`config.mk`:
```
export PLATFORM = sky130hd
export DESIGN_NAME = gain_ramp
export DESIGN_NICKNAME = d
export VERILOG_FILES = /design/src/rtl/gain_ramp.sv
export SDC_FILE = /design/constraint.sdc
export NUM_CORES = 1
export LEC_CHECK = 0
export ABC_AREA = 1
export BUFFER_PORTS_ARGS = -buffer_cell sky130_fd_sc_hd__buf_2
export CAP_MARGIN = 20
export CORE_UTILIZATION = 60
export CTS_BUF_LIST = sky130_fd_sc_hd__clkbuf_8
export DETAILED_ROUTE_END_ITERATION = 10
export GPL_TIMING_DRIVEN = 0
export PLACE_DENSITY_LB_ADDON = 0.12
export SKIP_LAST_GASP = 1
export SYNTH_ARGS = -nofsm -noshare
export SYNTH_HDL_FRONTEND = slang
export SYNTH_SLANG_ARGS = --single-unit
```
`constraint.sdc`:
```
create_clock -name clk -period 10.6 [get_ports clk]
set_input_delay 0 -clock clk [delete_from_list [all_inputs] [get_ports clk]]
set_output_delay 0 -clock clk [all_outputs]
set_load 0.1 [all_outputs]
```
`src/rtl/gain_ramp.sv`:
```
// gain_ramp: per-sample volume stage between the DDS sample source and the
// I2S transmitter. Each downstream request fetches one upstream sample,
// scales it by the current gain, then rounds and saturates the result. The
// gain moves toward gain_target by at most RAMP_STEP per completed sample.
module gain_ramp #(
   parameter int unsigned     DW        = 24,
   parameter int unsigned     GW        = 16,
   parameter logic [GW-1:0]   RAMP_STEP = 16'h0100,
   parameter logic [GW-1:0]   INIT_GAIN = '0
) (
   input  logic                clk,
   input  logic                rst,
   input  logic [GW-1:0]       gain_target,
   input  logic                rd_en,
   output logic                rd_valid,
   output logic [DW-1:0]       sample_out,
   output logic                up_ce,
   input  logic                up_valid,
   input  logic [DW-1:0]       up_sample,
   output logic [GW-1:0]       cur_gain,
   output logic                overrun
);

   localparam int unsigned PW = DW + GW + 1;

   // Rounding constant: one half LSB of the output after the GW-1 bit shift.
   localparam logic signed [PW-1:0] RND  = {{(PW-GW+1){1'b0}}, 1'b1, {(GW-2){1'b0}}};
   localparam logic signed [PW-1:0] SMAX = {{(PW-DW+1){1'b0}}, {(DW-1){1'b1}}};
   localparam logic signed [PW-1:0] SMIN = {{(PW-DW+1){1'b1}}, {(DW-1){1'b0}}};

   typedef enum logic [1:0] {
      IDLE,
      WAIT,
      MUL,
      SAT
   } state_t;

   state_t               state_q, state_d;
   logic                 ce_q, ce_d;
   logic                 valid_q, valid_d;
   logic [DW-1:0]        out_q, out_d;
   logic [GW-1:0]        gain_q, gain_d;
   logic [DW-1:0]        samp_q, samp_d;
   logic signed [PW-1:0] prod_q, prod_d;
   logic                 ovr_q, ovr_d;

   logic signed [PW-1:0] samp_w;
   logic signed [PW-1:0] gain_w;
   logic signed [PW-1:0] rnd_sum;
   logic signed [PW-1:0] shr;
   logic [DW-1:0]        sat_val;
   logic [GW:0]          cur_w;
   logic [GW:0]          tgt_w;
   logic [GW:0]          up_w;
   logic [GW:0]          lim_w;
   logic [GW-1:0]        dn_w;
   logic [GW-1:0]        ramp_val;

   // Datapath: operand extension, round/shift/clamp, and the next ramped gain.
   always_comb begin
      samp_w  = {{(PW-DW){samp_q[DW-1]}}, samp_q};
      gain_w  = {{(PW-GW){1'b0}}, gain_q};
      rnd_sum = prod_q + RND;
      shr     = rnd_sum >>> (GW-1);
      if (shr > SMAX) begin
         sat_val = SMAX[DW-1:0];
      end else if (shr < SMIN) begin
         sat_val = SMIN[DW-1:0];
      end else begin
         sat_val = shr[DW-1:0];
      end

      // One extra bit lets the step overshoot past 0xFFFF or below 0 be
      // detected and clamped to the target instead of wrapping.
      cur_w = {1'b0, gain_q};
      tgt_w = {1'b0, gain_target};
      up_w  = cur_w + {1'b0, RAMP_STEP};
      lim_w = tgt_w + {1'b0, RAMP_STEP};
      dn_w  = gain_q - RAMP_STEP;
      if (cur_w < tgt_w) begin
         ramp_val = (up_w > tgt_w) ? gain_target : up_w[GW-1:0];
      end else if (cur_w > tgt_w) begin
         ramp_val = (cur_w < lim_w) ? gain_target : dn_w;
      end else begin
         ramp_val = gain_q;
      end
   end

   // Next-state and register updates for the request/fetch/scale sequence.
   always_comb begin
      state_d = state_q;
      ce_d    = 1'b0;
      valid_d = 1'b0;
      out_d   = out_q;
      gain_d  = gain_q;
      samp_d  = samp_q;
      prod_d  = prod_q;
      ovr_d   = ovr_q;

      if (rd_en && (state_q != IDLE)) begin
         ovr_d = 1'b1;
      end

      case (state_q)
         IDLE: begin
            if (rd_en) begin
               ce_d    = 1'b1;
               state_d = WAIT;
            end
         end
         WAIT: begin
            // A valid coincident with our own up_ce pulse is not accepted.
            if (up_valid && !ce_q) begin
               samp_d  = up_sample;
               state_d = MUL;
            end
         end
         MUL: begin
            prod_d  = samp_w * gain_w;
            state_d = SAT;
         end
         SAT: begin
            out_d   = sat_val;
            valid_d = 1'b1;
            gain_d  = ramp_val;
            state_d = IDLE;
         end
         default: state_d = IDLE;
      endcase
   end

   // State and output registers with synchronous reset.
   always_ff @(posedge clk) begin
      if (rst) begin
         state_q <= IDLE;
         ce_q    <= 1'b0;
         valid_q <= 1'b0;
         out_q   <= '0;
         gain_q  <= INIT_GAIN;
         samp_q  <= '0;
         prod_q  <= '0;
         ovr_q   <= 1'b0;
      end else begin
         state_q <= state_d;
         ce_q    <= ce_d;
         valid_q <= valid_d;
         out_q   <= out_d;
         gain_q  <= gain_d;
         samp_q  <= samp_d;
         prod_q  <= prod_d;
         ovr_q   <= ovr_d;
      end
   end

   assign rd_valid   = valid_q;
   assign sample_out = out_q;
   assign up_ce      = ce_q;
   assign cur_gain   = gain_q;
   assign overrun    = ovr_q;

endmodule

```
# Yosys cells after proc, flatten, opt, wreduce, memory -nomap -nowiden
# Cells that the tools add are included.
op_classes:
  n_addsub: 4
  multipliers: 1
  div: 0
  order_cmp: 6
  eq_ne: 5
  n_shift: 0
  muxes: 11
  n_bitwise: 1
  n_reduce_logical: 10
ops:
  columns: ["op", "count"]
  rows:
  - ["16-bit 2-to-1 mux", 4]
  - ["24-bit 2-to-1 mux", 2]
  - ["41-bit by 16-bit adder with 41-bit output, second input constant", 1]
  - ["24-bit by 17-bit multiplier with 41-bit output", 1]
  - ["16-bit by 9-bit adder with 17-bit output, second input constant", 2]
  - ["26-bit by 24-bit greater-than comparator with 1-bit output, second input constant", 1]
  - ["26-bit by 24-bit < comparator with 1-bit output, second input constant", 1]
  - ["17-bit by 16-bit greater-than comparator with 1-bit output", 1]
  - ["16-bit by 17-bit < comparator with 1-bit output", 1]
  - ["16-bit greater-than comparator", 1]
  - ["16-bit < comparator", 1]
  - ["16-bit by 9-bit subtractor with 16-bit output, second input constant", 1]
  - ["2-bit one-hot mux with 4 select lines", 1]
  - ["2-bit AND reduction", 3]
  - ["2-bit == test, second input constant", 2]
  - ["2-bit 2-to-1 mux", 2]
  - ["2-bit != test, second input constant", 2]
  - ["2-bit nonzero test", 2]
  - ["2-bit by 1-bit == test with 1-bit output, second input constant", 1]
  - ["1-bit logical AND", 2]
  - ["2-bit logical NOT", 1]
  - ["1-bit 2-to-1 mux", 2]
  - ["2-bit OR reduction", 1]
  - ["1-bit logical NOT", 1]
  - ["1-bit NOT", 1]
word_totals:
  reg_bits: 110
  latch_bits: 0
  ramBits: 0
  mem_bits_ro: 0
  inputBits: 44
  output_inout_bits: 43
  word_cells: 46
  memories: 0

# Longest topological paths before layout
logic_depth:
  ltp_word: 5
  mapped_depth: 29
  depth_no_buf: 27

# Worst setup path before layout
# No wires, ideal clock.
synth_path:
  kind: "reg-to-reg"
  from: "register gain_q[3] (netlist: cur_gain[3])"
  to: "register prod_q[39]"
  setup_ps: 109
  arrival_ps: 6404
  required_ps: 10491
  path_slack_ps: 4087
  stages_incl_launch_ff: 23
  path_buffers: 2
  period_less_slack_ps: 6513
  path_cell_list: "dfxtp_1 > clkbuf_1 > clkbuf_1 > nand2_1 > fa_1 > fa_1 > inv_1 > fa_1 > inv_1 > fa_1 > fa_1 > fa_1 > inv_1 > ha_1 > inv_1 > nor3_1 > nand2_1 > nor2_1 > nand3b_1 > nand4_1 > nand3_1 > nand2_1 > inv_1"
synth_between:
  elab_chain_len: 1
synth_lines:
  columns: ["element", "line", "source"]
  rows:
  - ["from (decl)", "42", "logic [GW-1:0] gain_q, gain_d;"]
  - ["from (signal assigned)", "148", "gain_q <= gain_d;"]
  - ["24-bit by 17-bit multiplier with 41-bit output", "119", "prod_d = samp_w * gain_w;"]
  - ["to (signal assigned)", "150", "prod_q <= prod_d;"]
  - ["to (decl)", "44", "logic signed [PW-1:0] prod_q, prod_d;"]
# Every way passes these cells.
# A chain may end at the register's enable or synchronous reset.

# Worst setup path in the final report
layout_path:
  from: "register gain_q[10] (netlist: cur_gain[10])"
  to: "register prod_q[25]"
# Same word-level chain as after synthesis.

==> out/metrics.csv <==
metric,value,unit
#FFs+latches synth,96,
Max Cap Viol,0,
Total GRT Usage,37.7,%
Switching Share,57.3,%
IO Count,87,
initial antenna violation count,1,
Switch Pwr,1260,uW
syn nets,3454,
routed vias,18500,
DRT Wirelength,63300,um
min-delay worst type,in -> reg,
Synth Area in XOR/XNOR,1.84,%
Routability Congestion,0.996,
max_slew headroom,25.1,%
Final Util,65.3,%
vias per cell,5.31,
slowest CP cell,buf_1,
post-synthesis simple-gate area fraction,20.9,%
"FFs w/ async S/R, synth",0,%
clk sink count,96,
"most used cell, CP",fa_1,
Die ar.,35600,um2
CTS resizes,0,
clk buf depth,2,
# port buffers,85,
Detailed Route Iter0 Violations,1525,
maximum VDD drop,152,uV
CP Class,reg -> reg,
vias in the first global route,19000,
GRT overflow,0,
Final ANT Viol Nets,0,
Post-Syn Area,20900,um2
RSZ-0062 raised after global routing,no,
DR WL/cell,18.2,um
final non-filler cell total,3487,
top cell type's share of synthesized area,35.9,%
static leakage,0.0128,uW
Post-Place Cells,3436,
Post-DP HPWL,52500,um
clock share of power,12.9,%
Worst-Skew Late Latency,0.41,ns
Seq pwr share,23.5,%
register area share after synthesis,9.18,%
status,finished with violations,
Top delay family on crit path,adder cells,
leading area contributor after synthesis,fa_1,
# Post-CTS Setup Buffers,0,
CP Data Required Time,10.91,ns
max incr delay on CP,0.85,ns
main combinational cell family by area after synthesis,adder cells,
Worst Tran Pin Value,1.12,ns
# DRC,2,
final setup fails,0,
"EDFF count, synth",0,
yosys warns,0,
Synth Area in Compound Gates,6.72,%
post-synthesis cell type count,51,
crit-path max FO,10,
min cycle time layout,7.65,ns
count of final max-slew check failures,0,
Post-CTS Hold Buffers,33,
Die X,189,um
failing checks,design-rule violations,
synthesis-to-layout area growth,7.45,%
row count,68,
Arrival @ worst endpoint,7.97,ns
Syn Inst Count,2896,
filler cell count,3191,
FF/Latch Area,1920,um2
clk slew on worst S/H paths,0.11,ns
Final period util,72.2,%
CTS Buf Count,9,
Adder-Cell Fraction of Synth Area,44.2,%
Synth area leaders,"fa_1 36%, inv_1 15%, nand2_1 12%, dfxtp_1 9.2%, ha_1 8.3%",
Worst setup EP type,flip-flop,
nets,3584,
share of cells above drive strength 1,5.54,%
htree depth,3,
area occupied by multi-input gates,15400,um2
Initial Util,60.8,%
total power,2200,uW
pwr dens,97.6,nW/um2
largest net degree at the start of global routing,19,
die height,189,um
setup tns final,0,ns
mux contribution to synthesized area,0,%
crit-path cells,buf_1 -> buf_1 -> nand2_1 -> fa_1 -> inv_1 -> fa_1 -> fa_1 -> fa_1 -> fa_1 -> inv_1 -> fa_1 -> inv_1 -> ha_1 -> a21oi_1 -> o21ai_0 -> inv_1 -> o21ai_0 -> a21oi_1 -> o21ai_0 -> nor2_1 -> o21ai_0 -> inv_1,
max frequency,131,MHz
TritonCTS clock tree,built,
Pint,937,uW
Core Region,34500,um2
crit path buf inv count,7,
main flop type after synthesis,dfxtp_1,
clk root buf,clkbuf_8,
"Hold Vio Cnt, Final",0,
syn avg cell area,7.23,um2
Combinational Power Share,63.6,%
first-pass GRT wire length,102000,um
first-pass detailed-route iteration total,9,
CP Launch Type,flip-flop,
Setup Skew,0.0138,ns
-- worst reg2reg max path, stage by stage, from the launching register on --
cell and delay [ns]:
dfxtp_1 0.49, buf_1 0.85, buf_1 0.68, nand2_1 0.20, fa_1 0.60, inv_1 0.07, fa_1 0.55, fa_1 0.47
fa_1 0.59, fa_1 0.57, inv_1 0.06, fa_1 0.57, inv_1 0.06, ha_1 0.39, a21oi_1 0.11, o21ai_0 0.23
inv_1 0.10, o21ai_0 0.34, a21oi_1 0.07, o21ai_0 0.19, nor2_1 0.12, o21ai_0 0.19, inv_1 0.05
-- flip-flops by register name (all words and copies together) (netlist names) --
| signal | flops |
|---|---|
| state_q | 2 |
| up_ce | 1 |
| prod_q | 27 |
| cur_gain | 16 |
| overrun | 1 |
| samp_q | 24 |
| sample_out | 24 |
| rd_valid | 1 |
-- cell type report --
cell class / count / area share [%]
well taps: 455 / 2.53
plain buffers: 122 / 2.22
clock inverters: 6 / 0.356
diodes: 1 / 0.0111
inverters: 826 / 13.8
repair buffers: 119 / 3.43
clock buffers: 10 / 0.612
multi-input cells: 1852 / 68.5
flip-flops and latches: 96 / 8.54
-- final timing paths --
check                                    from             to  slack (ns)  cells past startpoint
worst max-delay path             cur_gain[10]     prod_q[25]        2.95                     22
worst min-delay path                      rst     prod_q[38]        0.02                      4
worst max register to register   cur_gain[10]     prod_q[25]        2.95                     22
worst min register to register  sample_out[0]  sample_out[0]        0.48                      2
-- routing by layer --
| layer | wire length, um | global-route usage [%] | vias up |
|---|---|---|---|
| li1 | - | - | 8640 |
| met1 | 26500 | 50.0 | 8961 |
| met2 | 28200 | 59.2 | 786 |
| met3 | 5970 | 9.28 | 140 |
| met4 | 2620 | 15.5 | 0 |
| met5 | 0 | 0 | - |
-- through the flow --
| stage | hold slack (ns) | setup WS (ns) | area, um2 |
|---|---|---|---|
| after detailed placement | 0.248 | 3.07 | 21900 |
| final | 0.0246 | 2.95 | 22500 |
| after CTS | 0.00542 | 3.05 | 22500 |
| after global placement | 0.244 | 3.13 | 21900 |
| after floorplan | 0.121 | 4.09 | 20900 |
| after global routing | 0.0630 | 2.69 | 22500 |
-- power groups by stage --
| stage | combinational [uW] | sequential (uW) | clock, uW |
|---|---|---|---|
| 6_report | 1400 | 515 | 284 |
| 2_1_floorplan | 757 | 708 | 0 |
| 4_1_cts | 1380 | 514 | 291 |
| 5_1_grt | 1520 | 525 | 301 |
| 3_3_place_gp | 1340 | 520 | 0 |
| 3_5_place_dp | 1360 | 523 | 0 |
-- layout by cell type, fill, tap and decap left out, types with 4 or more instances in the layout --
| cell type | synthesis | routed |
|---|---|---|
| inv_1 | 821 | 821 |
| nand2_1 | 682 | 682 |
| fa_1 | 375 | 375 |
| nor2_1 | 144 | 144 |
| ha_1 | 139 | 139 |
| a21oi_1 | 134 | 134 |
| clkbuf_1 | 107 | 107 |
| o21ai_0 | 101 | 101 |
| nand3_1 | 96 | 96 |
| dfxtp_1 | 96 | 96 |
| buf_2 | 3 | 88 |
| xor2_1 | 35 | 35 |
| dlygate4sd3_1 | 0 | 33 |
| nor3_1 | 23 | 23 |
| nand4_1 | 22 | 22 |
| nor2_2 | 15 | 15 |
| clkbuf_8 | 0 | 10 |
| nand2_2 | 9 | 9 |
| xnor2_1 | 9 | 9 |
| a21o_1 | 8 | 8 |
| buf_1 | 6 | 6 |
| o21bai_1 | 6 | 6 |
| nand3b_1 | 6 | 6 |
| nor3_2 | 5 | 5 |
| nand2_4 | 5 | 5 |
| buf_4 | 4 | 4 |
-- synth_stat cells, types with 2 or more instances --
library cell,instances
ha_1,139
nor2_2,15
nand3b_1,6
nand2_2,9
a21boi_0,2
o21ai_0,101
nand3_1,96
nor3_1,23
nand2_1,682
o21ai_1,2
clkbuf_1,107
a21o_1,8
nor2_4,3
nor4_1,3
nor2_8,2
dfxtp_1,96
buf_4,4
o21bai_1,6
fa_1,375
nor3_2,5
buf_1,6
a21oi_1,134
nand2_4,5
nor2_1,144
nand3_2,2
nand4_1,22
xor2_1,35
a31oi_1,3
inv_2,3
o21ai_2,2
buf_2,3
inv_1,821
or2_2,3
xnor2_1,9
nand3_4,3
o21a_1,2
-- logic make-up after synthesis --
kind of cell               count (synthesis)
and+or+nand+nor                         1029
buffers and inverters                    948
DFF                                       96
AOI/OAI and AO/OA                        265
adders and majority gates                514
xor gates and xnor gates                  44
Power figures use the tool's default switching activity.
